==> src/rtl/lc3_sequencer.sv <==
// LC3 stage sequencer and fetch unit.
// Owns STAGE, IR, PC, the instruction-memory request/ack handshake with a
// fetch timeout, the data-memory writeback stall, the sticky halt/error
// flags and the retired-instruction counter. The control decoder sees STAGE
// and IR and steers this block through IR_LE, PC_LE, PC_CONTROL and the
// NEXT_STAGE override.
module lc3_sequencer #(
  parameter logic [15:0] RESET_PC      = 16'h3000,
  parameter int unsigned FETCH_TIMEOUT = 16,
  parameter logic [15:0] HALT_OPCODE   = 16'hF025
) (
  input  logic        CLK,
  input  logic        RST_N,
  output logic        IMEM_REQ,
  output logic [15:0] IMEM_ADDR,
  input  logic        IMEM_ACK,
  input  logic [15:0] IMEM_RDATA,
  input  logic        IR_LE,
  input  logic        PC_LE,
  input  logic        PC_CONTROL,
  input  logic [15:0] ALU_Y,
  input  logic        NEXT_STAGE_LE,
  input  logic [1:0]  NEXT_STAGE,
  input  logic        DMEM_BUSY,
  output logic [1:0]  STAGE,
  output logic [15:0] IR,
  output logic [15:0] PC,
  output logic        HALTED,
  output logic        FETCH_ERR,
  output logic [15:0] INSTR_COUNT
);

  // Stage encoding is fixed by the control decoder's STAGE input.
  localparam logic [1:0] ST_DECODE    = 2'b00;
  localparam logic [1:0] ST_EXECUTE   = 2'b01;
  localparam logic [1:0] ST_WRITEBACK = 2'b10;
  localparam logic [1:0] ST_FETCH     = 2'b11;

  // A zero timeout disables the watchdog; the counter may then wrap freely
  // because nothing compares against it.
  localparam logic        TMO_EN    = (FETCH_TIMEOUT != 0);
  localparam logic [15:0] TMO_LIMIT = 16'(FETCH_TIMEOUT);

  logic [1:0]  stage_q, stage_d;
  logic [15:0] ir_q, ir_d;
  logic [15:0] pc_q, pc_d;
  logic        req_q, req_d;
  logic        halted_q, halted_d;
  logic        ferr_q, ferr_d;
  logic [15:0] cnt_q, cnt_d;
  logic [15:0] tmo_q, tmo_d;

  // Per-cycle events shared by the next-state blocks below.
  logic        in_fetch, fetch_ack, fetch_wait, tmo_hit;
  logic        wb_leave, halt_retire, enter_fetch;
  logic [15:0] tmo_inc;

  // Classify this cycle: fetch handshake outcome, writeback exit, halt.
  always_comb begin
    in_fetch    = !halted_q && (stage_q == ST_FETCH);
    fetch_ack   = in_fetch && req_q && IMEM_ACK;
    fetch_wait  = in_fetch && req_q && !IMEM_ACK;
    tmo_inc     = tmo_q + 16'd1;
    tmo_hit     = fetch_wait && TMO_EN && (tmo_inc == TMO_LIMIT);
    wb_leave    = !halted_q && (stage_q == ST_WRITEBACK) && !DMEM_BUSY;
    halt_retire = wb_leave && (ir_q == HALT_OPCODE);
  end

  // Stage transitions. The halt opcode forces FETCH regardless of override;
  // DMEM_BUSY holds WRITEBACK ahead of any override.
  always_comb begin
    stage_d = stage_q;
    if (!halted_q) begin
      case (stage_q)
        ST_FETCH:     if (fetch_ack) stage_d = ST_DECODE;
        ST_DECODE:    stage_d = NEXT_STAGE_LE ? NEXT_STAGE : ST_EXECUTE;
        ST_EXECUTE:   stage_d = NEXT_STAGE_LE ? NEXT_STAGE : ST_WRITEBACK;
        ST_WRITEBACK: begin
          if (!DMEM_BUSY) begin
            if (ir_q == HALT_OPCODE) stage_d = ST_FETCH;
            else                     stage_d = NEXT_STAGE_LE ? NEXT_STAGE : ST_FETCH;
          end
        end
        default:      stage_d = stage_q;
      endcase
    end
    // Any arrival in FETCH from another stage retires an instruction.
    enter_fetch = !halted_q && (stage_q != ST_FETCH) && (stage_d == ST_FETCH);
  end

  // Fetch request and watchdog. REQ rises on the edge entering FETCH (or the
  // first edge out of reset) and drops on ACK or timeout.
  always_comb begin
    req_d = req_q;
    tmo_d = tmo_q;
    if (in_fetch) begin
      if (!req_q)         req_d = 1'b1;
      else if (IMEM_ACK)  req_d = 1'b0;
      else if (tmo_hit)   req_d = 1'b0;
    end else if (enter_fetch && !halt_retire) begin
      req_d = 1'b1;
    end
    if (fetch_ack)       tmo_d = 16'd0;
    else if (fetch_wait) tmo_d = tmo_inc;
  end

  // Architectural registers: IR on ack, PC in EXECUTE, retire counter.
  always_comb begin
    ir_d  = ir_q;
    pc_d  = pc_q;
    cnt_d = cnt_q;
    if (fetch_ack && IR_LE) ir_d = IMEM_RDATA;
    if (!halted_q && (stage_q == ST_EXECUTE) && PC_LE)
      pc_d = PC_CONTROL ? ALU_Y : (pc_q + 16'd1);
    if (enter_fetch) cnt_d = cnt_q + 16'd1;
  end

  // Sticky status: only reset clears them.
  always_comb begin
    halted_d = halted_q | tmo_hit | halt_retire;
    ferr_d   = ferr_q | tmo_hit;
  end

  // State registers with asynchronous active-low reset.
  always_ff @(posedge CLK or negedge RST_N) begin
    if (!RST_N) begin
      stage_q  <= ST_FETCH;
      ir_q     <= 16'd0;
      pc_q     <= RESET_PC;
      req_q    <= 1'b0;
      halted_q <= 1'b0;
      ferr_q   <= 1'b0;
      cnt_q    <= 16'd0;
      tmo_q    <= 16'd0;
    end else begin
      stage_q  <= stage_d;
      ir_q     <= ir_d;
      pc_q     <= pc_d;
      req_q    <= req_d;
      halted_q <= halted_d;
      ferr_q   <= ferr_d;
      cnt_q    <= cnt_d;
      tmo_q    <= tmo_d;
    end
  end

  assign IMEM_REQ    = req_q;
  assign IMEM_ADDR   = pc_q;
  assign STAGE       = stage_q;
  assign IR          = ir_q;
  assign PC          = pc_q;
  assign HALTED      = halted_q;
  assign FETCH_ERR   = ferr_q;
  assign INSTR_COUNT = cnt_q;

endmodule

==> config.mk <==
export PLATFORM = sky130hd
export DESIGN_NAME = lc3_sequencer
export DESIGN_NICKNAME = d
export VERILOG_FILES = /design/src/rtl/lc3_sequencer.sv
export SDC_FILE = /design/constraint.sdc
export NUM_CORES = 1
export LEC_CHECK = 0
export ABC_AREA = 1
export BUFFER_PORTS_ARGS = -buffer_cell sky130_fd_sc_hd__buf_2
export CELL_PAD_IN_SITES_DETAIL_PLACEMENT = 1
export CELL_PAD_IN_SITES_GLOBAL_PLACEMENT = 1
export CORE_ASPECT_RATIO = 0.9
export CORE_MARGIN = 2
export CORE_UTILIZATION = 43
export CTS_BUF_LIST = sky130_fd_sc_hd__clkbuf_8
export CTS_CLUSTER_SIZE = 25
export DETAILED_ROUTE_END_ITERATION = 10
export PLACE_DENSITY_LB_ADDON = 0.1
export REMOVE_ABC_BUFFERS = 1
export SYNTH_ARGS = -nofsm -noshare
export SYNTH_HDL_FRONTEND = slang
export SYNTH_SLANG_ARGS = --single-unit
export TNS_END_PERCENT = 10
==> constraint.sdc <==
create_clock -name CLK -period 3.7 [get_ports CLK]
set_input_delay 0.555 -clock CLK [delete_from_list [all_inputs] [get_ports CLK]]
set_output_delay 0.555 -clock CLK [all_outputs]
set_load 0.005 [all_outputs]
==> results.toml, run 1 <==
[final_layout]
area_growth_pct = 18.6
nets = 678
drive_gt1_share_pct = 26.2
n_fill_cell = 1240
antennaDiodeCount = 0

[synth]
synthesis.instances = 537
netlist_area_mm2 = 0.00420
ys_dominant_reg_cell = "dfrtp_1"
yosysMostFrequentCell = "nand2_1"
ys_types = 43
syn_avg_cell_area_um2 = 7.83
yosys_warnings = 0
ys_seq_area_share_pct = 41.2
synthArstFlopShare_pct = 100
synth.area.top_cells = "dfrtp_1 39%, nand2_1 12%, inv_1 5.4%"
synth_common_cells = "137 x nand2_1, 65 x dfrtp_1, 61 x inv_1"
yosys.area.top_type = "dfrtp_1"
synth-edff-count = 0
synth-seq-cells = 69
synth_top_area_share_pct = 38.7

[setup_path]
crit_buf_inv = 2
slowest_stage = "inv_1"
critPathArrivalTime_ns = 2.40
startpoint_type = "flop"
crit_type = "reg -> reg"
slowest_delay_ns = 0.68
required_ns = 3.94
r2r_start = "STAGE[0]$_DFF_PN1_"
critical_path.cell_chain = "nand4_1 -> inv_1 -> o211ai_1 -> o21ai_0 -> inv_1"
crit_top_cell = "inv_1"
crit_start = "STAGE[0]$_DFF_PN1_"
end_kind = "flop"
path_max_fanout = 22
path_delay_family = "buffers and inverters"

[route]
vias_per_cell = 5.19
drt_wl_total_mm = 12.0
num_vias = 3963
drtPass1Iterations = 4
post_drt_wl_per_cell_um = 15.6
drc = 0
ant_nets = 0
drtIter0Drc = 112

[timing]
relSlewSlack_pct = 43.0
final-setup-viol-count = 0
whs_ns = 0.311
worstMarginPinSlew_ns = 0.856
period_minus_slack_ns = 2.16
finalHoldViolCount = 0
max_clock_freq_mhz = 462
slew_violations = 0
finClkSkew_ns = 0.0120
finalCritPeriodShare_pct = 58.5
rsz0062_at_grt = "false"
tns_ns = 0

[die]
die_y_um = 97.8
die_w_um = 108
io_pins = 111
initial_utilization_pct = 43.9
row_count = 34
die_area_mm2 = 0.0106
core_area_mm2 = 0.00957

[global_route]
grt_overflow = 0
grt_pass1_vias = 4143
grt_pass1_wl_mm = 20.1
grtUsageTotal_pct = 23.9
antenna_found_initial = 0
grt_max_degree = 36

[pwr]
p_per_area_mw_per_mm2 = 314
total_leakage_power_uw = 0.00277
irDropWorstVdd_mv = 0.170

[clocking]
cts_buffers = 9
cts-hold-fix-buffers = 0
cts_resized = 0
cts_setup_buffers = 0
root_buffer = "clkbuf_8"
cts_buffer_depth = 2
path_clk_slew_ns = 0.08
cts_tree = "done"
cts_num_sinks = 69
clk_latency_ns = 0.35
cts.htree.levels = 3

[flow_run]
drv_cap = 0

[placed_design]
portBuffers = 110
place.gp.congestion = 0.784
hpwl_mm = 9.09

[worst_hold_path]
hp-class = "in -> async"

[outcome]
status = "completed"
per-layer routing:
metal	up-vias	wire length, µm	track usage [%]	share of wire [%]
met4	0	127	5.33	1.1
met3	12	631	5.94	5.3
li1	1914	-	-	-
met5	-	0	0	0
met2	96	5860	40.3	49
met1	1941	5330	31.3	45
cells by family after synthesis:
logic type,Yosys count,synth area share (%)
multiplexers,15,4.73
XOR/XNOR,22,4.58
AND/OR/NAND/NOR,264,28.7
flip-flops,69,41.2
AO/OA/AOI/OAI,66,9.20
buffers and inverters,98,10.7
adder cells (fa/ha/maj),3,0.893
final timing paths:
path	to	slack (ns)	depth (start not counted)
max	IMEM_ADDR[8]$_DFFE_PN0P_	1.54	5
max reg2reg	IMEM_ADDR[8]$_DFFE_PN0P_	1.54	5
min	tmo_q[12]$_DFFE_PN0P_	0.31	1
min reg2reg	FETCH_ERR$_DFF_PN0_	0.49	2
max in group asynchronous	IMEM_ADDR[13]$_DFFE_PN1P_	2.46	2
min in group CLK	IR[14]$_DFFE_PN0P_	0.41	2
through the flow:
stage | total power (µW) | cell area, µm² | cells | setup slack [ns] | util (%)
2_1_floorplan | 779 | 4020 | 510 | 2.01 | -
3_3_place_gp | 825 | 4750 | 748 | 1.57 | 49.6
3_5_place_dp | 826 | 4750 | 748 | 1.47 | 49.6
4_1_cts | 1580 | 4990 | 764 | 1.53 | 52.1
5_1_grt | 1620 | 4990 | 764 | 1.26 | 52.1
6_report | 1570 | 4990 | 764 | 1.54 | 52.1
flip-flops by register name, indices dropped and copies added, names as in the netlist:
register / flops
tmo_q: 16
HALTED: 1
INSTR_COUNT: 16
IMEM_REQ: 1
IR: 16
IMEM_ADDR: 16
STAGE: 2
FETCH_ERR: 1
worst register-to-register path, delay by kind of cell (launching register included):
family / cells / cell delay [ns]
buffers and inverters: 2 / 0.74
DFF: 1 / 0.60
and+or+nand+nor: 1 / 0.39
AOI/OAI and AO/OA: 2 / 0.33
where the power goes:
part	total, µW	switching, µW	internal, µW
combinational	56.1	35.3	20.8
clock	758	312	447
sequential	754	0	754
cell usage in the layout (no fill, tap or decap), drive strengths merged, types with 6 or more instances in the layout:
| master | n |
|---|---|
| nand2 | 141 |
| buf | 112 |
| inv | 70 |
| dfrtp | 65 |
| nor2 | 54 |
| o21ai | 35 |
| nand3 | 34 |
| nand4 | 17 |
| xor2 | 16 |
| mux2 | 15 |
| a21oi | 12 |
| nor3 | 10 |
| o22ai | 10 |
| clkbuf | 9 |
| xnor2 | 6 |
area by class of cell:
| class | count | area (µm²) | area share (%) |
|---|---|---|---|
| inverter | 71 | 272 | 5.44 |
| timing repair buffer | 112 | 566 | 11.3 |
| tap | 126 | 158 | 3.16 |
| clock buffer | 9 | 124 | 2.48 |
| clock inverter | 7 | 116 | 2.33 |
| multi-input combinational | 370 | 2020 | 40.5 |
| sequential | 69 | 1730 | 34.7 |
Note: power is estimated with default switching activity, not from simulation.
==> inputs of run 2 (changes only) <==
- ABC_AREA: 1 -> 0
- CORE_UTILIZATION: 43 -> 36
- clock period: 3.7 -> 1.9 ns (I/O delays scaled with it)
==> run 2 against run 1 <==
Against the previous run:
- the flow now finishes with violations (setup timing)
- critical endpoint is now INSTR_COUNT[11]$_DFFE_PN0P_
- highest routed layer unchanged
- combinational power rose to 44 times the previous value
- final area rose by 4.4%
- sequential cell count did not move
- clock power rose by 54%
- hold slack got worse by 0.15 ns
==> results.toml, run 2 <==
[outcome]
status = "complete, but fails checks"
violations = "setup timing"

[die]
io_pins = 111
die_area_mm2 = 0.0113
die_y_um = 101
initial_utilization_pct = 36.9
die_w_um = 112
core_area_mm2 = 0.0102
row_count = 35

[global_route]
antenna_found_initial = 0
grtUsageTotal_pct = 20.9
grt_overflow = 0
grt_pass1_wl_mm = 18.9
grt_pass1_vias = 3814
grt_max_degree = 29

[setup_path]
r2r_start = "IR[6]$_DFFE_PN0P_"
crit_end = "INSTR_COUNT[11]$_DFFE_PN0P_"
end_kind = "flop"
r2r_slack_ns = -0.13
critical_path.cell_chain = "nor4_4 -> nand4_4 -> a221o_2 -> nor2b_4 -> buf_4 -> nand4_1 -> xnor2_1"
critPathArrivalTime_ns = 2.27
crit_type = "reg -> reg"
slowest_delay_ns = 0.41
path_max_fanout = 6
crit_start = "IR[6]$_DFFE_PN0P_"
r2r_end = "INSTR_COUNT[11]$_DFFE_PN0P_"
slowest_stage = "dfrtp_1"
required_ns = 2.14
startpoint_type = "flop"
r2r_cells = 7

[synth]
syn_avg_cell_area_um2 = 9.53
synthesis.instances = 397
synth_common_cells = "65 x dfrtp_1, 38 x nand2_1, 37 x o21ai_0"
synthArstFlopShare_pct = 100
ys_seq_area_share_pct = 45.8
netlist_area_mm2 = 0.00378
yosys_warnings = 0
synth.area.top_cells = "dfrtp_1 43%, o21ai_0 4.9%, mux2_2 4.8%"
yosysMostFrequentCell = "dfrtp_1"
synth-edff-count = 0
ys_types = 55
ys_dominant_reg_cell = "dfrtp_1"
yosys.area.top_type = "dfrtp_1"
synth_top_area_share_pct = 43.0
synth-seq-cells = 69

[route]
drtPass1Iterations = 4
post_drt_wl_per_cell_um = 17.1
drc = 0
drt_wl_total_mm = 11.8
num_vias = 3651
drtIter0Drc = 158
ant_nets = 0
vias_per_cell = 5.27

[pwr]
irDropWorstVdd_mv = 0.681
total_leakage_power_uw = 0.00253
p_per_area_mw_per_mm2 = 1160
p_total_uw = 6060

[final_layout]
finalInstanceArea_mm2 = 0.00521
drive_gt1_share_pct = 43.8
fin_cells = 693
mostFrequentLayoutCell = "buf_2"
n_fill_cell = 1227
nets = 606
antennaDiodeCount = 0
area_growth_pct = 37.7
layout_common_cells = "110 x buf_2, 71 x buf_4, 64 x dfrtp_1, 37 x nand2_1, 37 x o21ai_0"

[timing]
finalHoldViolCount = 0
worst_slack_ns = -0.128
finalCritPeriodShare_pct = 107
worstMarginPinSlew_ns = 0.543
final-setup-viol-count = 18
slew_violations = 0
period_minus_slack_ns = 2.03
whs_ns = 0.163
max_clock_freq_mhz = 493
finClkSkew_ns = 0.0134
relSlewSlack_pct = 63.8
rsz0062_at_grt = "true"

[clocking]
root_buffer = "clkbuf_8"
clk_latency_ns = 0.36
path_clk_slew_ns = 0.07
cts_buffer_depth = 2
cts.htree.levels = 3
cts_num_sinks = 69
cts_tree = "done"
cts_buffers = 9

[placed_design]
place_ws_ns = -0.186
portBuffers = 110
dp.cells = 675
place.gp.congestion = 0.885
dpl-instance-area_mm2 = 0.00488
hpwl_mm = 8.74

[worst_hold_path]
hold_depth = 2
hp-class = "in -> reg"

[flow_run]
drv_cap = 0
run 2: cell types whose count changed after synthesis, sizes merged, moves of 7 or more:
cell | previous run | this run
a21oi | 12 | 20
and3 | 0 | 8
inv | 69 | 7
nand2 | 141 | 38
nand3 | 34 | 26
nor2 | 54 | 31
nor4 | 2 | 9
o31ai | 1 | 9
xnor2 | 6 | 15
xor2 | 16 | 2
run 2: layout make-up:
class / count / area, µm² / share of cell area [%]
multi-input combinational: 286 / 1910 / 36.8
sequential: 69 / 1730 / 33.3
timing repair buffer: 187 / 1180 / 22.8
clock buffer: 13 / 179 / 3.44
tap: 129 / 161 / 3.10
inverter: 8 / 30.0 / 0.577
clock inverter: 1 / 5.00 / 0.0961
run 2: per-stage QoR:
stage,setup TNS [ns],util [%]
2_1_floorplan,-8.49,-
3_3_place_gp,-1.49,47.7
3_5_place_dp,-2.19,47.7
4_1_cts,-1.63,50.2
5_1_grt,-3.36,50.8
6_report,-1.27,50.8
run 2: critical path, delay by kind of cell (launching register included):
| kind | cells | cell delay (ns) |
|---|---|---|
| AOI/OAI and AO/OA | 1 | 0.39 |
| xor gates and xnor gates | 1 | 0.15 |
| buffers and inverters | 1 | 0.16 |
| and+or+nand+nor | 4 | 0.80 |
| DFF | 1 | 0.41 |
run 2: cells by family after synthesis:
family                     after synthesis  share of synthesized area (%)
AOI/OAI and AO/OA                       88                           14.3
DFF                                     69                           45.8
buffers and inverters                   42                           6.29
adders and majority gates                3                          0.992
and+or+nand+nor                        159                           23.2
muxes                                   19                           5.56
xor gates and xnor gates                17                           3.94
run 2: layer usage:
metal / track usage, % / up-vias / routed length, µm
met5: 0 / - / 0
met4: 6.66 / 0 / 156
met3: 4.37 / 15 / 477
met2: 36.1 / 85 / 5880
met1: 26.5 / 1804 / 5300
li1: - / 1747 / -
run 2: worst min path at each step:
stage	end	slack, ns	from
floorplan	FETCH_ERR$_DFF_PN0_	-0.01	RST_N
global route	IR[6]$_DFFE_PN0P_	0.15	IMEM_RDATA[6]
finish	IR[12]$_DFFE_PN0P_	0.16	IMEM_RDATA[12]
global placement	IMEM_ADDR[2]$_DFFE_PN0P_	0.30	RST_N
detailed placement	IMEM_ADDR[0]$_DFFE_PN0P_	0.30	RST_N
CTS	IR[14]$_DFFE_PN0P_	0.15	IMEM_RDATA[14]
run 2: power breakdown:
part | leakage [µW] | switching [µW] | total (µW) | internal (µW)
sequential | 0.000881 | 461 | 2410 | 1950
clock | 0.0000974 | 569 | 1170 | 601
combinational | 0.00155 | 1140 | 2480 | 1340
run 2: repair_timing:
item | 4_1_cts | 5_1_grt
endpoints found under the hold margin | 17 | 0
setup endpoints to repair | 21 | 23
resized for setup | 9 | 10
buffers inserted | 1 | 2
pin swaps | 7 | 4
hold buffers | 1 | 0
==> inputs of run 3 (changes only) <==
- RECOVER_POWER: unset -> 25
==> run 3 against run 2 <==
Against the previous run:
- the run still ends with setup timing left
- sequential share of layout area is 0.17 points higher
- fmax about the same
- largest power group unchanged
- register-to-register slack is essentially flat
- non-clock buffer count is the same
- hold slack got worse by 0.00051 ns
==> results.toml, run 3 (same netlist as run 2, synthesis figures left out) <==
[global_route]
grt_overflow = 0
grtUsageTotal_pct = 20.9
antenna_found_initial = 0
grt_pass1_vias = 3814
grt_max_degree = 29
grt_pass1_wl_mm = 18.9

[setup_path]
critical_path.cell_chain = "nor4_4 -> nand4_4 -> a221o_2 -> nor2b_4 -> buf_4 -> nand4_1 -> xnor2_1"
required_ns = 2.14
startpoint_type = "flop"
crit_type = "reg -> reg"
slowest_stage = "dfrtp_1"
path_max_fanout = 6
slowest_delay_ns = 0.41
critPathArrivalTime_ns = 2.27
end_kind = "flop"

[clocking]
root_buffer = "clkbuf_8"
clk_latency_ns = 0.36
cts_buffer_depth = 2
cts_tree = "done"
cts_buffers = 9
path_clk_slew_ns = 0.07
cts.htree.levels = 3
cts_num_sinks = 69

[placed_design]
place_ws_ns = -0.186
hpwl_mm = 8.74
place.gp.congestion = 0.885
portBuffers = 110

[final_layout]
layout_common_cells = "109 x buf_2, 71 x buf_4, 64 x dfrtp_1, 37 x nand2_1, 37 x o21ai_0"
nets = 606
mostFrequentLayoutCell = "buf_2"
drive_gt1_share_pct = 43.6
n_fill_cell = 1232
antennaDiodeCount = 0
seq_area_mm2 = 0.00173
multiInputGateArea_mm2 = 0.00191
area_growth_pct = 37.0

[timing]
finClkSkew_ns = 0.0135
relSlewSlack_pct = 24.8
worstMarginPinSlew_ns = 1.13
rsz0062_at_grt = "true"
finalHoldViolCount = 0
max_clock_freq_mhz = 493
worst_slack_ns = -0.128
finalCritPeriodShare_pct = 107
final-setup-viol-count = 18
slew_violations = 0
period_minus_slack_ns = 2.03

[die]
die_w_um = 112
die_area_mm2 = 0.0113
die_y_um = 101
row_count = 35
core_area_mm2 = 0.0102
io_pins = 111
initial_utilization_pct = 36.9

[pwr]
p_total_uw = 6060
p_per_area_mw_per_mm2 = 1170
intPower_uw = 3890
p_sw_uw = 2170
power.share.sequential_pct = 39.8
comb_power_share_pct = 40.9
p_sw_share_pct = 35.8
irDropWorstVdd_mv = 0.680
total_leakage_power_uw = 0.00252
p_clk_share_pct = 19.3

[route]
post_drt_wl_per_cell_um = 17.0
ant_nets = 0
drt_wl_total_mm = 11.8
drc = 0
drtIter0Drc = 156
drtPass1Iterations = 4
vias_per_cell = 5.27
num_vias = 3650

[flow_run]
drv_cap = 0

[worst_hold_path]
hp-class = "in -> reg"

[outcome]
violations = "setup timing"
status = "complete, but fails checks"
run 3: cell types whose count changed in the layout (fill, tap and decap cells not counted), sizes merged:
cell / delta
buf: -3
clkbuf: +3
run 3: path summary, 6_finish.rpt:
kind | startpoint | endpoint | slack [ns] | cells past startpoint
setup / recovery | IR[6]$_DFFE_PN0P_ | INSTR_COUNT[11]$_DFFE_PN0P_ | -0.13 | 7
hold / removal | IMEM_RDATA[12] | IR[12]$_DFFE_PN0P_ | 0.16 | 2
setup reg to reg | IR[6]$_DFFE_PN0P_ | INSTR_COUNT[11]$_DFFE_PN0P_ | -0.13 | 7
hold reg to reg | INSTR_COUNT[15]$_DFFE_PN0P_ | INSTR_COUNT[15]$_DFFE_PN0P_ | 0.48 | 1
max in group asynchronous | RST_N | STAGE[0]$_DFF_PN1_ | 0.09 | 3
min in group asynchronous | RST_N | tmo_q[7]$_DFFE_PN0P_ | 0.67 | 2
run 3: worst max-delay path: cells and delay by family (launching register included):
family                    cells  cell delay, ns
buffers and inverters         1            0.16
and+or+nand+nor               4            0.80
xor gates and xnor gates      1            0.15
AOI/OAI and AO/OA             1            0.39
DFF                           1            0.41
run 3: final cells by class:
type	instances	share of cell area, %
timing repair buffer	187	22.4
clock inverter	1	0.0966
clock buffer	13	3.45
tap	129	3.12
multi-input combinational	286	36.9
inverter	8	0.580
sequential	69	33.4
run 3: power by group through the flow:
stage                     clock network, µW  logic (µW)  registers, µW
after floorplan                           0         828           2500
after global placement                    0        2380           2380
after detailed placement                  0        2460           2430
after CTS                              1210        2500           2410
after global routing                   1260        2730           2500
final                                  1170        2480           2410
run 3: timing repair:
item	4_1_cts	5_1_grt
setup endpoints to repair	21	23
pin swaps	7	4
setup buffers	1	2
gates resized for setup	9	10
hold buffers	1	0
hold endpoints to repair	17	0
run 3: layer usage:
layer | track usage, % | vias to the layer above | wire [µm]
met1 | 26.5 | 1807 | 5260
met5 | 0 | - | 0
met3 | 4.37 | 15 | 480
li1 | - | 1745 | -
met4 | 6.66 | 0 | 156
met2 | 36.1 | 83 | 5890
run 3: through the flow:
stage,instance area (µm²),setup TNS (ns),util (%),hold slack [ns],instances
floorplan,3570,-8.49,-,-0.0106,363
global placement,4880,-1.49,47.7,0.302,675
detailed placement,4880,-2.19,47.7,0.300,675
CTS,5140,-1.63,50.2,0.146,691
global route,5180,-9.44,50.6,0.148,693
finish,5180,-1.29,50.6,0.162,693
